$ cat src/rtl/decode_pkg.sv
// decode_pkg: shared widths, RV32 opcode constants and instruction field helpers
// for the decode/issue stage.
//   No ports. Exports XLEN/ILEN/REG_DEPTH/REG_AW, the opcode localparams and
//   the opcode/rs1/rs2/rd slice and source-use helpers.
package decode_pkg;
    localparam int XLEN      = 32;
    localparam int ILEN      = 32;
    localparam int REG_DEPTH = 32;
    localparam int REG_AW    = $clog2(REG_DEPTH);

    localparam logic [6:0] OP     = 7'b0110011;
    localparam logic [6:0] OP_IMM = 7'b0010011;
    localparam logic [6:0] LOAD   = 7'b0000011;
    localparam logic [6:0] STORE  = 7'b0100011;
    localparam logic [6:0] BRANCH = 7'b1100011;
    localparam logic [6:0] LUI    = 7'b0110111;
    localparam logic [6:0] AUIPC  = 7'b0010111;
    localparam logic [6:0] JAL    = 7'b1101111;
    localparam logic [6:0] JALR   = 7'b1100111;

    function automatic logic [6:0] opcode_of(input logic [ILEN-1:0] instr);
        return instr[6:0];
    endfunction

    function automatic logic [4:0] rs1_of(input logic [ILEN-1:0] instr);
        return instr[19:15];
    endfunction

    function automatic logic [4:0] rs2_of(input logic [ILEN-1:0] instr);
        return instr[24:20];
    endfunction

    function automatic logic [4:0] rd_of(input logic [ILEN-1:0] instr);
        return instr[11:7];
    endfunction

    // U-type and JAL carry immediate bits in the rs1 field, so it must not
    // create false load-use stalls for them.
    function automatic logic uses_rs1(input logic [6:0] op);
        return !(op == LUI || op == AUIPC || op == JAL);
    endfunction

    function automatic logic uses_rs2(input logic [6:0] op);
        return op == OP || op == STORE || op == BRANCH;
    endfunction
endpackage

$ cat src/rtl/decode_issue_stage_if.sv
// decode_issue_stage_if: IF/ID input handshake and ID/EX output handshake.
//   in_valid/in_ready/in_instr/in_pc      : instruction arriving from fetch
//   out_valid/out_ready/out_*             : registered payload toward execute
//   master modport = environment (fetch + execute), slave modport = the stage.
interface decode_issue_stage_if #(
    parameter int XLEN = 32,
    parameter int AW   = 5
);
    import decode_pkg::*;

    logic            in_valid;
    logic            in_ready;
    logic [ILEN-1:0] in_instr;
    logic [XLEN-1:0] in_pc;
    logic            out_valid;
    logic            out_ready;
    logic [ILEN-1:0] out_instr;
    logic [XLEN-1:0] out_pc;
    logic [XLEN-1:0] out_rs1_val;
    logic [XLEN-1:0] out_rs2_val;
    logic [AW-1:0]   out_rd_address;

    modport master (
        output in_valid, in_instr, in_pc, out_ready,
        input  in_ready, out_valid, out_instr, out_pc, out_rs1_val, out_rs2_val, out_rd_address
    );

    modport slave (
        input  in_valid, in_instr, in_pc, out_ready,
        output in_ready, out_valid, out_instr, out_pc, out_rs1_val, out_rs2_val, out_rd_address
    );
endinterface

$ cat src/rtl/operand_forward_mux.sv
// operand_forward_mux: priority select of one source operand.
//   addr            : source register index
//   rf_data         : register file read data
//   ex_* / mem_*    : in-flight results from execute and memory stages
//   value           : x0 -> 0, else EX (non-load) -> MEM -> register file
module operand_forward_mux #(
    parameter int XLEN = 32,
    parameter int AW   = 5
) (
    input  logic [AW-1:0]   addr,
    input  logic [XLEN-1:0] rf_data,
    input  logic [AW-1:0]   ex_addr,
    input  logic            ex_write_en,
    input  logic            ex_is_load,
    input  logic [XLEN-1:0] ex_data,
    input  logic [AW-1:0]   mem_addr,
    input  logic            mem_write_en,
    input  logic [XLEN-1:0] mem_data,
    output logic [XLEN-1:0] value
);
    logic ex_hit;
    logic mem_hit;

    // A load in execute has no data yet; the stage stalls instead of forwarding it.
    assign ex_hit  = addr == ex_addr && ex_write_en && !ex_is_load;
    assign mem_hit = addr == mem_addr && mem_write_en;
    assign value   = addr == '0 ? '0 : ex_hit ? ex_data : mem_hit ? mem_data : rf_data;
endmodule

$ cat src/rtl/decode_issue_stage.sv
// decode_issue_stage: ID front end with operand forwarding, load-use stall and
// the ID/EX pipeline register.
//   clk, rst_n              : clock, synchronous active-low reset
//   bus (slave)             : IF/ID input and ID/EX output handshakes
//   rs1/rs2_address/_data   : register file read port (combinational data)
//   ex_* / mem_*            : results in flight in execute and memory
//   flush                   : redirect, kills the ID/EX register contents
//   stall_count             : saturating count of load-use stall cycles
module decode_issue_stage #(
    parameter int XLEN      = 32,
    parameter int REG_DEPTH = 32,
    parameter int CNT_WIDTH = 32
) (
    input  logic                         clk,
    input  logic                         rst_n,
    decode_issue_stage_if.slave          bus,
    output logic [$clog2(REG_DEPTH)-1:0] rs1_address,
    output logic [$clog2(REG_DEPTH)-1:0] rs2_address,
    input  logic [XLEN-1:0]              rs1_data,
    input  logic [XLEN-1:0]              rs2_data,
    input  logic [$clog2(REG_DEPTH)-1:0] ex_rd_address,
    input  logic                         ex_rd_write_en,
    input  logic                         ex_is_load,
    input  logic [XLEN-1:0]              ex_rd_data,
    input  logic [$clog2(REG_DEPTH)-1:0] mem_rd_address,
    input  logic                         mem_rd_write_en,
    input  logic [XLEN-1:0]              mem_rd_data,
    input  logic                         flush,
    output logic [CNT_WIDTH-1:0]         stall_count
);
    import decode_pkg::*;

    localparam int AW = $clog2(REG_DEPTH);

    logic [6:0]      opcode;
    logic [AW-1:0]   rs1;
    logic [AW-1:0]   rs2;
    logic            hazard;
    logic            can_advance;
    logic            ready;
    logic            accept;
    logic [XLEN-1:0] rs1_val;
    logic [XLEN-1:0] rs2_val;

    logic                 valid_q;
    logic [ILEN-1:0]      instr_q;
    logic [XLEN-1:0]      pc_q;
    logic [XLEN-1:0]      rs1_q;
    logic [XLEN-1:0]      rs2_q;
    logic [AW-1:0]        rd_q;
    logic [CNT_WIDTH-1:0] stall_q;

    assign opcode      = opcode_of(bus.in_instr);
    assign rs1         = AW'(rs1_of(bus.in_instr));
    assign rs2         = AW'(rs2_of(bus.in_instr));
    assign rs1_address = rs1;
    assign rs2_address = rs2;

    assign hazard = bus.in_valid && ex_is_load && ex_rd_write_en && ex_rd_address != '0 &&
                    ((uses_rs1(opcode) && rs1 == ex_rd_address) ||
                     (uses_rs2(opcode) && rs2 == ex_rd_address));

    // The ID/EX register can take a new entry when empty or being drained.
    assign can_advance  = !valid_q || bus.out_ready;
    assign ready        = rst_n && !flush && !hazard && can_advance;
    assign accept       = bus.in_valid && ready;
    assign bus.in_ready = ready;

    operand_forward_mux #(.XLEN(XLEN), .AW(AW)) u_fwd_rs1 (
        .addr         (rs1),
        .rf_data      (rs1_data),
        .ex_addr      (ex_rd_address),
        .ex_write_en  (ex_rd_write_en),
        .ex_is_load   (ex_is_load),
        .ex_data      (ex_rd_data),
        .mem_addr     (mem_rd_address),
        .mem_write_en (mem_rd_write_en),
        .mem_data     (mem_rd_data),
        .value        (rs1_val)
    );

    operand_forward_mux #(.XLEN(XLEN), .AW(AW)) u_fwd_rs2 (
        .addr         (rs2),
        .rf_data      (rs2_data),
        .ex_addr      (ex_rd_address),
        .ex_write_en  (ex_rd_write_en),
        .ex_is_load   (ex_is_load),
        .ex_data      (ex_rd_data),
        .mem_addr     (mem_rd_address),
        .mem_write_en (mem_rd_write_en),
        .mem_data     (mem_rd_data),
        .value        (rs2_val)
    );

    always_ff @(posedge clk) begin
        if (!rst_n) begin
            valid_q <= 1'b0;
            instr_q <= '0;
            pc_q    <= '0;
            rs1_q   <= '0;
            rs2_q   <= '0;
            rd_q    <= '0;
            stall_q <= '0;
        end else begin
            if (flush) begin
                valid_q <= 1'b0;
            end else if (accept) begin
                valid_q <= 1'b1;
                instr_q <= bus.in_instr;
                pc_q    <= bus.in_pc;
                rs1_q   <= rs1_val;
                rs2_q   <= rs2_val;
                rd_q    <= AW'(rd_of(bus.in_instr));
            end else if (bus.out_ready) begin
                valid_q <= 1'b0;
            end
            // Backpressure cycles are not load-use stalls and are not counted.
            if (hazard && !flush && can_advance && !(&stall_q)) begin
                stall_q <= stall_q + CNT_WIDTH'(1);
            end
        end
    end

    assign bus.out_valid      = valid_q;
    assign bus.out_instr      = instr_q;
    assign bus.out_pc         = pc_q;
    assign bus.out_rs1_val    = rs1_q;
    assign bus.out_rs2_val    = rs2_q;
    assign bus.out_rd_address = rd_q;
    assign stall_count        = stall_q;
endmodule

$ cat src/flat_wrapper.sv
// flat-port wrapper written by rule: the top's interface ports become plain ports
module decode_issue_stage_flat import decode_pkg::*;
#(
    parameter int XLEN      = 32,
    parameter int REG_DEPTH = 32,
    parameter int CNT_WIDTH = 32
)
  (clk, rst_n, rs1_address, rs2_address, rs1_data, rs2_data, ex_rd_address, ex_rd_write_en, ex_is_load, ex_rd_data, mem_rd_address, mem_rd_write_en, mem_rd_data, flush, stall_count, bus_in_valid, bus_in_instr, bus_in_pc, bus_out_ready, bus_in_ready, bus_out_valid, bus_out_instr, bus_out_pc, bus_out_rs1_val, bus_out_rs2_val, bus_out_rd_address);
  decode_issue_stage_if #(.XLEN(XLEN), .AW(5)) bus_i ();
  input  logic clk;
  input  logic rst_n;
  output logic [$clog2(REG_DEPTH)-1:0] rs1_address;
  output logic [$clog2(REG_DEPTH)-1:0] rs2_address;
  input  logic [XLEN-1:0] rs1_data;
  input  logic [XLEN-1:0] rs2_data;
  input  logic [$clog2(REG_DEPTH)-1:0] ex_rd_address;
  input  logic ex_rd_write_en;
  input  logic ex_is_load;
  input  logic [XLEN-1:0] ex_rd_data;
  input  logic [$clog2(REG_DEPTH)-1:0] mem_rd_address;
  input  logic mem_rd_write_en;
  input  logic [XLEN-1:0] mem_rd_data;
  input  logic flush;
  output logic [CNT_WIDTH-1:0] stall_count;
  input wire logic [$bits(bus_i.in_valid)-1:0] bus_in_valid;
  input wire logic [$bits(bus_i.in_instr)-1:0] bus_in_instr;
  input wire logic [$bits(bus_i.in_pc)-1:0] bus_in_pc;
  input wire logic [$bits(bus_i.out_ready)-1:0] bus_out_ready;
  output wire logic [$bits(bus_i.in_ready)-1:0] bus_in_ready;
  output wire logic [$bits(bus_i.out_valid)-1:0] bus_out_valid;
  output wire logic [$bits(bus_i.out_instr)-1:0] bus_out_instr;
  output wire logic [$bits(bus_i.out_pc)-1:0] bus_out_pc;
  output wire logic [$bits(bus_i.out_rs1_val)-1:0] bus_out_rs1_val;
  output wire logic [$bits(bus_i.out_rs2_val)-1:0] bus_out_rs2_val;
  output wire logic [$bits(bus_i.out_rd_address)-1:0] bus_out_rd_address;
  assign bus_i.in_valid = bus_in_valid;
  assign bus_i.in_instr = bus_in_instr;
  assign bus_i.in_pc = bus_in_pc;
  assign bus_i.out_ready = bus_out_ready;
  assign bus_in_ready = bus_i.in_ready;
  assign bus_out_valid = bus_i.out_valid;
  assign bus_out_instr = bus_i.out_instr;
  assign bus_out_pc = bus_i.out_pc;
  assign bus_out_rs1_val = bus_i.out_rs1_val;
  assign bus_out_rs2_val = bus_i.out_rs2_val;
  assign bus_out_rd_address = bus_i.out_rd_address;
  decode_issue_stage #(.XLEN(XLEN), .REG_DEPTH(REG_DEPTH), .CNT_WIDTH(CNT_WIDTH)) u_core (.clk(clk), .rst_n(rst_n), .bus(bus_i), .rs1_address(rs1_address), .rs2_address(rs2_address), .rs1_data(rs1_data), .rs2_data(rs2_data), .ex_rd_address(ex_rd_address), .ex_rd_write_en(ex_rd_write_en), .ex_is_load(ex_is_load), .ex_rd_data(ex_rd_data), .mem_rd_address(mem_rd_address), .mem_rd_write_en(mem_rd_write_en), .mem_rd_data(mem_rd_data), .flush(flush), .stall_count(stall_count));
endmodule
$ cat config.mk
export PLATFORM = sky130hd
export DESIGN_NAME = decode_issue_stage_flat
export DESIGN_NICKNAME = d
export VERILOG_FILES = /design/src/rtl/decode_pkg.sv /design/src/rtl/decode_issue_stage_if.sv /design/src/rtl/operand_forward_mux.sv /design/src/rtl/decode_issue_stage.sv /design/src/flat_wrapper.sv
export SDC_FILE = /design/constraint.sdc
export NUM_CORES = 1
export LEC_CHECK = 0
export BUFFER_PORTS_ARGS = -buffer_cell sky130_fd_sc_hd__buf_4
export CAP_MARGIN = 5
export CELL_PAD_IN_SITES_DETAIL_PLACEMENT = 0
export CELL_PAD_IN_SITES_GLOBAL_PLACEMENT = 1
export CORE_MARGIN = 2
export CORE_UTILIZATION = 30
export CTS_BUF_LIST = sky130_fd_sc_hd__clkbuf_16
export DETAILED_ROUTE_END_ITERATION = 8
export GPL_TIMING_DRIVEN = 0
export PLACE_DENSITY_LB_ADDON = 0.1
export SLEW_MARGIN = 10
export SYNTH_ARGS = -nofsm -noshare
export SYNTH_HDL_FRONTEND = slang
export SYNTH_SLANG_ARGS = --single-unit
$ cat constraint.sdc
create_clock -name clk -period 5.52 [get_ports clk]
set_input_delay 0.828 -clock clk [delete_from_list [all_inputs] [get_ports clk]]
set_output_delay 0.828 -clock clk [all_outputs]
set_load 0.01 [all_outputs]
==> impl_results.rst <==
.. list-table::
   :header-rows: 1

   * - Metric
     - Value
   * - Fraction of layout instances using a drive strength above 1
     - 35.1%
   * - Per-instance average area after synthesis
     - 8.39 µm²
   * - Cell types with the highest counts after synthesis
     - dfxtp_1 (161), nand2_1 (142), a21oi_1 (90), o21ai_0 (72), nor2_1 (69)
   * - TritonCTS clock tree
     - yes
   * - Total of max-cap violations
     - 0
   * - Detailed Route Iter0 Violations
     - 422
   * - Kind of critical path
     - input port to primary output
   * - Sink count of the clock tree
     - 161
   * - Flop-to-flop setup slack
     - 2.56 ns
   * - Number of diodes added for antenna fixing
     - 0
   * - Vias per cell
     - 4.91
   * - Detailed Routing Iterations Pass 1
     - 5
   * - Depth of the CTS H-tree
     - 4
   * - PD cells
     - 247 nW/µm²
   * - Final hold violation count
     - 0
   * - Detailed-route via count
     - 8183
   * - Number of enable-type register cells in the synthesized netlist
     - 0
   * - Crit start category
     - input port
   * - Setup bufs post-CTS
     - 0
   * - Die width
     - 164 µm
   * - Detailed Place HPWL
     - 24.1 mm
   * - Maximum fanout encountered on the critical timing path
     - 5
   * - Kind of capture point of the worst setup path
     - primary output
   * - Core area
     - 25200 µm²
   * - CTS buffer count
     - 17
   * - Hold Crit Start
     - u_core.bus.out_instr[28]
   * - Synth Net Count
     - 1129
   * - GPL Wtd Cong
     - 0.810
   * - Fin crit share
     - 54.7%
   * - P_leak
     - 0.00497 µW
   * - Number of warnings reported in the yosys synthesis log
     - 0
   * - Synthesized flop and latch total
     - 161
   * - Final setup vio count
     - 0
   * - Cell with the most instances after synthesis
     - dfxtp_1
   * - Number of slew-limit violations in the final report
     - 0
   * - Dominant cell type by area after synthesis
     - dfxtp_1
   * - Effective utilization at floorplan
     - 30.6%
   * - First-pass GRT wire length
     - 46.8 mm
   * - Final antenna-violating net count
     - 0
   * - Global route total overflow
     - 0
   * - Maximum number of pins on one net before global-route repair
     - 17
   * - Routed WL per cell
     - 18.7 µm
   * - Proportion of register bits with asynchronous set or reset after synthesis
     - 0%
   * - Worst r2r path cells
     - 9
   * - Data required time at the worst endpoint
     - 4.69 ns
   * - Gate count of the mapped netlist
     - 918
   * - Post-cts gate resize count
     - 0
   * - Top Ports
     - 387
   * - Status
     - complete, no violations
   * - Arrival time of data at the critical path endpoint
     - 2.19 ns
   * - Total global routing track utilization
     - 22.6%
   * - Unrepaired setup endpoints after global routing
     - false
   * - Reg2reg start
     - u_core.stall_count[0]
   * - Worst-case vdd ir drop
     - 0.132 mV
   * - Transition at the pin with the smallest max-transition slack
     - 0.818 ns
   * - Residual DRC
     - 0
   * - Synth Flop Type
     - dfxtp_1
   * - Die extent in y
     - 164 µm
   * - Antenna violations before repair
     - 0
   * - FP Rows
     - 58
   * - Portion of the post-synthesis area used by sequential elements
     - 41.8%
   * - Number of global-route vias before repair
     - 8030
   * - Overall die area
     - 27000 µm²
   * - Number of distinct library cells after synthesis
     - 47
   * - Type of the most critical hold path
     - register to register
   * - Proportion of netlist area held by the largest area contributor
     - 41.8%
   * - Post-route setup TNS
     - 0 ns
   * - Clk Latency, worst-skew pair
     - 0.43 ns
   * - Cell chosen for the clock root
     - clkbuf_16
   * - Total wire length after detailed routing
     - 31.2 mm
   * - Capturing point of the worst reg2reg path
     - u_core.stall_count[9]
   * - Clock tree skew after final layout
     - 0.0132 ns
   * - Mapped cell area
     - 7700 µm²
   * - Clock slew seen by the registers of the worst setup and hold paths
     - 0.06 ns
   * - Dominant cells by area after synthesis
     - dfxtp_1 (42%), mux2i_1 (8.6%), a22o_1 (7.3%)
   * - Total of hold buffers inserted after clock tree synthesis
     - 0
   * - FMAX
     - 0.331 GHz
   * - Combined area of the multi-input logic cells
     - 4020 µm²
   * - Overall power consumption
     - 2860 µW
   * - Clock period minus final worst setup slack
     - 3.02 ns
   * - Hold-critical path depth
     - 2
   * - FILL cells
     - 2576
   * - Number of nets at the end of the flow
     - 1534
   * - Area Growth Syn to Fin
     - 50.2%
   * - Destination of the worst hold path
     - u_core.bus.out_instr[28]
   * - Number of port buffers
     - 386
   * - Clock Tree Buf Depth
     - 2
   * - Reg area
     - 3220 µm²
   * - Worst relative slew slack
     - 45.1%
layout by cell type (no fill, tap or decap), types with 11 or more instances in the layout:
cell type  netlist  final
nand2_1        142    142
dfxtp_1        161    161
clkbuf_1        41     41
buf_4           21    407
or4_1           21     21
mux2i_1         66     66
o31ai_1         20     20
a22o_1          64     64
o21ai_0         72     72
nand3_1         16     16
a21oi_1         90     90
buf_2           23     23
and3_1          11     11
nand4_1         11     11
clkbuf_16        0     17
xnor2_1         14     14
nor2_1          69     69
report_power, final:
group	internal (µW)	total [µW]	leakage (µW)	switching, µW
clock network	626	1160	0.000271	533
registers	1220	1250	0.00131	31.5
logic	247	449	0.00339	202
total	2090	2860	0.00497	767
sequential cells by signal, summed over array words and instances (netlist names):
register and count:
u_core.bus.out_rs2_val 32, u_core.bus.out_pc 32, u_core.bus.out_instr 28, u_core.bus.out_valid 1
u_core.stall_count 32, u_core.bus.out_rd_address 4, u_core.bus.out_rs1_val 32
per-layer routing:
layer  up-vias  share of wire [%]  track usage, %
met3        22                8.3            6.67
met5         -                  0               0
met1      3778                 42            27.5
li1       4099                  -               -
met4         0                1.1            5.34
met2       284                 48            39.3
per-stage QoR:
step           setup WS, ns  utilization [%]  cells  hold WS, ns  area (µm²)
6_report               2.50             46.0   1666        0.459       11600
2_1_floorplan          2.67                -    918        0.480        7700
3_3_place_gp           2.13             43.7   1634        0.444       11000
5_1_grt                2.22             46.0   1666        0.473       11600
3_5_place_dp           2.13             43.7   1634        0.452       11000
4_1_cts                2.48             46.0   1666        0.461       11600
cell families after synthesis:
family                     share of synthesized area [%]
and+or+nand+nor                                     19.5
AOI/OAI and AO/OA                                   22.3
xor gates and xnor gates                            1.71
DFF                                                 41.8
muxes                                               8.57
adders and majority gates                          0.162
buffers and inverters                               5.98
worst max-delay path, stage by stage:
cell     delay, ns
buf_4         0.12
or3_1         0.36
o311a_1       0.38
o211a_1       0.15
nor4_1        0.17
buf_4         0.18
worst max path at each step:
stage / startpoint / end / slack, ns / cells after the start
global route: u_core.stall_count[0] / u_core.stall_count[9] / 2.22 / 9
global placement: ex_rd_address[0] / u_core.bus.out_rs2_val[17] / 2.13 / 9
finish: ex_rd_address[0] / bus_in_ready / 2.50 / 6
detailed placement: ex_rd_address[0] / u_core.bus.out_rs2_val[13] / 2.13 / 9
floorplan: ex_rd_address[0] / bus_in_ready / 2.67 / 4
CTS: ex_rd_address[0] / bus_in_ready / 2.48 / 6
final cells by class:
cell class              instances  share of cell area [%]
plain buffers                  86                    3.78
clock buffers                  17                    3.67
clock inverters                15                    1.17
inverters                       6                   0.195
multi-input cells             665                    34.7
flip-flops and latches        161                    27.8
well taps                     330                    3.57
repair buffers                386                    25.0
No activity file was read; power rests on OpenSTA's default activity.
